--- config.mk ---
export PLATFORM = sky130hd
export DESIGN_NAME = ram_arbiter
export DESIGN_NICKNAME = d
export VERILOG_FILES = /design/src/rtl/ram_arbiter.sv
export SDC_FILE = /design/constraint.sdc
export NUM_CORES = 1
export LEC_CHECK = 0
export ABC_AREA = 0
export BUFFER_PORTS_ARGS = -buffer_cell sky130_fd_sc_hd__buf_2
export CELL_PAD_IN_SITES_DETAIL_PLACEMENT = 2
export CELL_PAD_IN_SITES_GLOBAL_PLACEMENT = 2
export CORE_UTILIZATION = 28
export DETAILED_ROUTE_END_ITERATION = 8
export PLACE_DENSITY_LB_ADDON = 0.1
export SLEW_MARGIN = 0
export SYNTH_ARGS = -nofsm -noshare
export SYNTH_HDL_FRONTEND = slang
export SYNTH_SLANG_ARGS = --single-unit
--- constraint.sdc ---
create_clock -name clk -period 2.23 [get_ports clk]
set_clock_uncertainty 0.05 [all_clocks]
set_input_delay 0.446 -clock clk [delete_from_list [all_inputs] [get_ports clk]]
set_output_delay 0.446 -clock clk [all_outputs]
set_load 0.03 [all_outputs]
--- src/rtl/ram_arbiter.sv ---
// Round-robin arbiter and access sequencer for a shared single-port RAM.
// One RAM access per grant; read data is returned to the winning port after RD_LAT cycles.
module ram_arbiter #(
  parameter int ADDR_W = 16,
  parameter int DATA_W = 8,
  parameter int RD_LAT = 1
) (
  input  logic              clk,
  input  logic              rst_n,
  input  logic              req_0,
  input  logic              we_0,
  input  logic [ADDR_W-1:0] addr_0,
  input  logic [DATA_W-1:0] wdata_0,
  input  logic              req_1,
  input  logic              we_1,
  input  logic [ADDR_W-1:0] addr_1,
  input  logic [DATA_W-1:0] wdata_1,
  output logic              gnt_0,
  output logic              gnt_1,
  output logic              rvalid_0,
  output logic              rvalid_1,
  output logic [DATA_W-1:0] rdata_0,
  output logic [DATA_W-1:0] rdata_1,
  output logic              ram_en,
  output logic              ram_we,
  output logic [ADDR_W-1:0] ram_addr,
  output logic [DATA_W-1:0] ram_wdata,
  input  logic [DATA_W-1:0] ram_rdata,
  output logic              busy
);

  localparam int CNT_W = 3;

  typedef enum logic [1:0] {IDLE, ACCESS, RWAIT} state_t;

  state_t           state;
  state_t           state_nxt;
  logic             last_gnt;
  logic             win_port;
  logic             win_nxt;
  logic             take;
  logic             cap;
  logic [CNT_W-1:0] cnt;

  always_ff @(posedge clk or negedge rst_n) begin
    if (!rst_n) state <= IDLE;
    else        state <= state_nxt;
  end

  // ram_we is only high in ACCESS, so it doubles as the latched read/write flag there
  always_comb begin
    state_nxt = state;
    win_nxt   = win_port;
    take      = 1'b0;
    cap       = 1'b0;
    case (state)
      IDLE: begin
        if (req_0 || req_1) begin
          take      = 1'b1;
          win_nxt   = (req_0 && req_1) ? ~last_gnt : req_1;
          state_nxt = ACCESS;
        end
      end
      ACCESS: state_nxt = ram_we ? IDLE : RWAIT;
      RWAIT: begin
        if (cnt == '0) begin
          cap       = 1'b1;
          state_nxt = IDLE;
        end
      end
      default: state_nxt = IDLE;
    endcase
  end

  always_ff @(posedge clk or negedge rst_n) begin
    if (!rst_n) begin
      last_gnt  <= 1'b1;
      win_port  <= 1'b0;
      cnt       <= '0;
      gnt_0     <= 1'b0;
      gnt_1     <= 1'b0;
      rvalid_0  <= 1'b0;
      rvalid_1  <= 1'b0;
      rdata_0   <= '0;
      rdata_1   <= '0;
      ram_en    <= 1'b0;
      ram_we    <= 1'b0;
      ram_addr  <= '0;
      ram_wdata <= '0;
      busy      <= 1'b0;
    end else begin
      gnt_0    <= take && !win_nxt;
      gnt_1    <= take && win_nxt;
      ram_en   <= take;
      ram_we   <= take && (win_nxt ? we_1 : we_0);
      rvalid_0 <= cap && !win_port;
      rvalid_1 <= cap && win_port;
      busy     <= (state_nxt != IDLE);
      if (take) begin
        win_port  <= win_nxt;
        last_gnt  <= win_nxt;
        ram_addr  <= win_nxt ? addr_1 : addr_0;
        ram_wdata <= win_nxt ? wdata_1 : wdata_0;
      end
      if (state == ACCESS)     cnt <= CNT_W'(RD_LAT - 1);
      else if (state == RWAIT) cnt <= cnt - CNT_W'(1);
      if (cap && !win_port) rdata_0 <= ram_rdata;
      if (cap && win_port)  rdata_1 <= ram_rdata;
    end
  end

endmodule

==> results.md <==
- Drt wl/cell: 16.2 um
- Initial core utilization: 0.291
- Post-synthesis cell area: 2270 um^2
- Initial DRT Pass Iterations: 4
- Synth top area share: 0.583
- DIE HEIGHT: 92.1 um
- Gate Count Post-Synth: 167
- DR iter-0 viols: 51
- FILL cells: 894
- Worst Setup Start Kind: flop
- Post-Place Cells: about 380
- P_leak: 0.00156 uW
- TritonCTS clock tree: built
- Gr ovfl total: 0
- Crit Path Category: reg2reg
- Hold WS: 0.0706 ns
- Max Clk Rate: 0.529 GHz
- Vias in the first global route: a little under 2000
- Fin util: 0.395
- First-pass GRT wire length: 10300 um
- Global Route Usage Sum: 0.156
- Final setup TNS: 0 ns
- Clock slew at reported path FFs: 0.09 ns
- Final min period: 1.89 ns
- Area of the multi-input gates: just over 800 um^2
- H-tree depth: 2
- Pre-CTS setup slack: 0.328 ns
- Area leader, netlist: dfrtp_1
- Post_cts resized: 0
- Clock insertion delay at the later pin of the skew report: around 0.3 ns
- Post-synthesis area per instance: about 14 um^2
- Maximum root-to-sink buffer count: 2
- Worst EP required: 2.37 ns
- Syn nets: 235
- RSZ-0062 raised after global routing: no
- Clk root buf: clkbuf_8
- Cell area power density: 1660 nW/um^2
- GP Congestion: 0.718
- Post-CTS Setup Inserts: 0
- Final setup violation count: 0
- Number of synthesis warnings: 0
- Ys flop type: dfrtp_1
- Via count: 1799
- CTS sink count: 54
- Register Area: 1350 um^2
- Crit path DAT: 2.03 ns
- Final ANT Viol Nets: 0
- Routed wire length: 6220 um
- Buffers on Ports: 108
- Peak supply drop: around 0.45 mV
- Hold Fails Final Rpt: 0
- Fin crit share: 0.848
- Die area: 8490 um^2
- Layout cells sized above 1: 0.511
- CP endpoint kind: flop
- Outcome: finished, final reports clean
- Post-route setup slack: 0.340 ns
- Antenna violations before repair: 0
- Largest net degree at the start of global routing: 55
- Worst Max-Slew Pin Slew: 0.441 ns
- Final std cells w/o fill: approximately 380
- Critical Path Fanout Max: 17
- Ant diodes: 0
- Total Nets Final: 349
- Hold WC Path Type: in2async
- Max Cap Viol: 0
- EDFF count, synth: 0
- Sequential share of the synthesized area: 0.595
- Synthesized flop and latch total: 54
- Max_slew headroom: 0.705
- Die Span X: 92.1 um
- CTS Buf Count: 5
- Detailed Place HPWL: 4680 um
- Core area: ~7800 um^2
- Site row count: 32
- FFs w/ async S/R, synth: 1.00
- Via-to-Cell Ratio: 4.68
- # IOs: ~110
- Layout area overhead: 35.6%
- Hold_buf cts: 0
- Fin. max-slew vios: 0
- Yosys cell types: 30
- DRC: 0
- Synth top area cells: dfrtp_1 (58%), a221o_1 (11%), mux2_2 (7.9%), and2_1 (6.6%), ha_1 (3.3%)
==> stage by stage <==
| step | cell area (um^2) | total power [uW] |
|---|---|---|
| after floorplan | 2270 | 3550 |
| after global placement | 2940 | 4320 |
| after detailed placement | 2940 | 4390 |
| after CTS | 3090 | 5230 |
| after global routing | 3090 | 5460 |
| final | 3090 | 5120 |
==> final timing paths <==
check / start / end / slack [ns] / cells past startpoint
worst max-delay path: state[0] / ram_addr[7] / 0.34 / 6
worst min-delay path: rst_n / rvalid_1 / 0.07 / 2
worst max register to register: state[0] / ram_addr[7] / 0.34 / 6
worst min register to register: last_gnt / last_gnt / 0.42 / 2
max in group asynchronous: rst_n / last_gnt / 1.75 / 2
min in group clk: we_1 / ram_we / 0.30 / 2
==> state kept, by name, summed over array words and instances, names as in the netlist, 2 cells and up <==
signal     cells
cnt            3
rdata_0        8
ram_wdata      8
ram_addr      16
rdata_1        8
state          2
==> cell families after synthesis <==
family,Yosys count,share of synthesized area
adders and majority gates,6,0.0330
muxes,17,0.0836
buffers and inverters,15,0.0402
DFF,54,0.595
and+or+nand+nor,39,0.106
AOI/OAI and AO/OA,36,0.142
==> placed cells by master (no fill, tap or decap) <==
cell type and count:
dfstp_2 1, nand4b_1 1, a31oi_1 1, ha_1 6
buf_4 6, and3_1 1, a22o_1 1, o31a_1 1
and2_1 24, nand2b_2 1, and4bb_2 1, nand2b_1 3
nor2b_1 1, buf_2 108, clkbuf_8 6, nor3b_1 1
nand2_1 2, buf_12 1, mux2_2 16, inv_1 7
o21ai_2 1, o21ai_0 3, a221o_1 24, a31oi_2 1
bufinv_16 2, mux2i_1 1, nor2_1 4, a21oi_1 3
dfrtp_1 53, a311oi_1 1
==> Yosys cell counts (2+ instances only) <==
cell and count:
dfrtp_1 53, a221o_1 24, and2_1 24, mux2_2 16, inv_1 7, ha_1 6, nor2_1 4, a21oi_1 3
nand2b_1 3, o21ai_0 3, buf_4 2, buf_6 2, clkbuf_1 2, nand2_1 2
==> routing by layer <==
layer / GRT usage / vias up / part of all wire
met1: 0.196 / 895 / 0.43
met4: 0.0352 / 0 / 0.0093
met3: 0.0381 / 7 / 0.055
li1: - / 833 / -
met2: 0.268 / 64 / 0.50
met5: 0 / - / 0
==> worst max-delay path: stages (launching register included) <==
cell     delay, ns
dfrtp_1       0.43
inv_1         0.10
ha_1          0.31
o21ai_2       0.21
buf_4         0.24
and2_1        0.17
a221o_1       0.27
==> report_power, final <==
| part | internal [uW] | total, uW | switching [uW] |
|---|---|---|---|
| logic | 976 | 2630 | 1660 |
| clock network | 479 | 798 | 319 |
| registers | 1460 | 1690 | 225 |
==> final cells by class <==
type,instances,share of cell area
Sequential cell,54,0.438
Multi-Input combinational cell,98,0.269
Timing Repair Buffer,115,0.196
Tap cell,102,0.0414
Clock buffer,6,0.0268
Clock inverter,2,0.0195
Inverter,7,0.00852
Note: power is estimated with default switching activity, not from simulation.
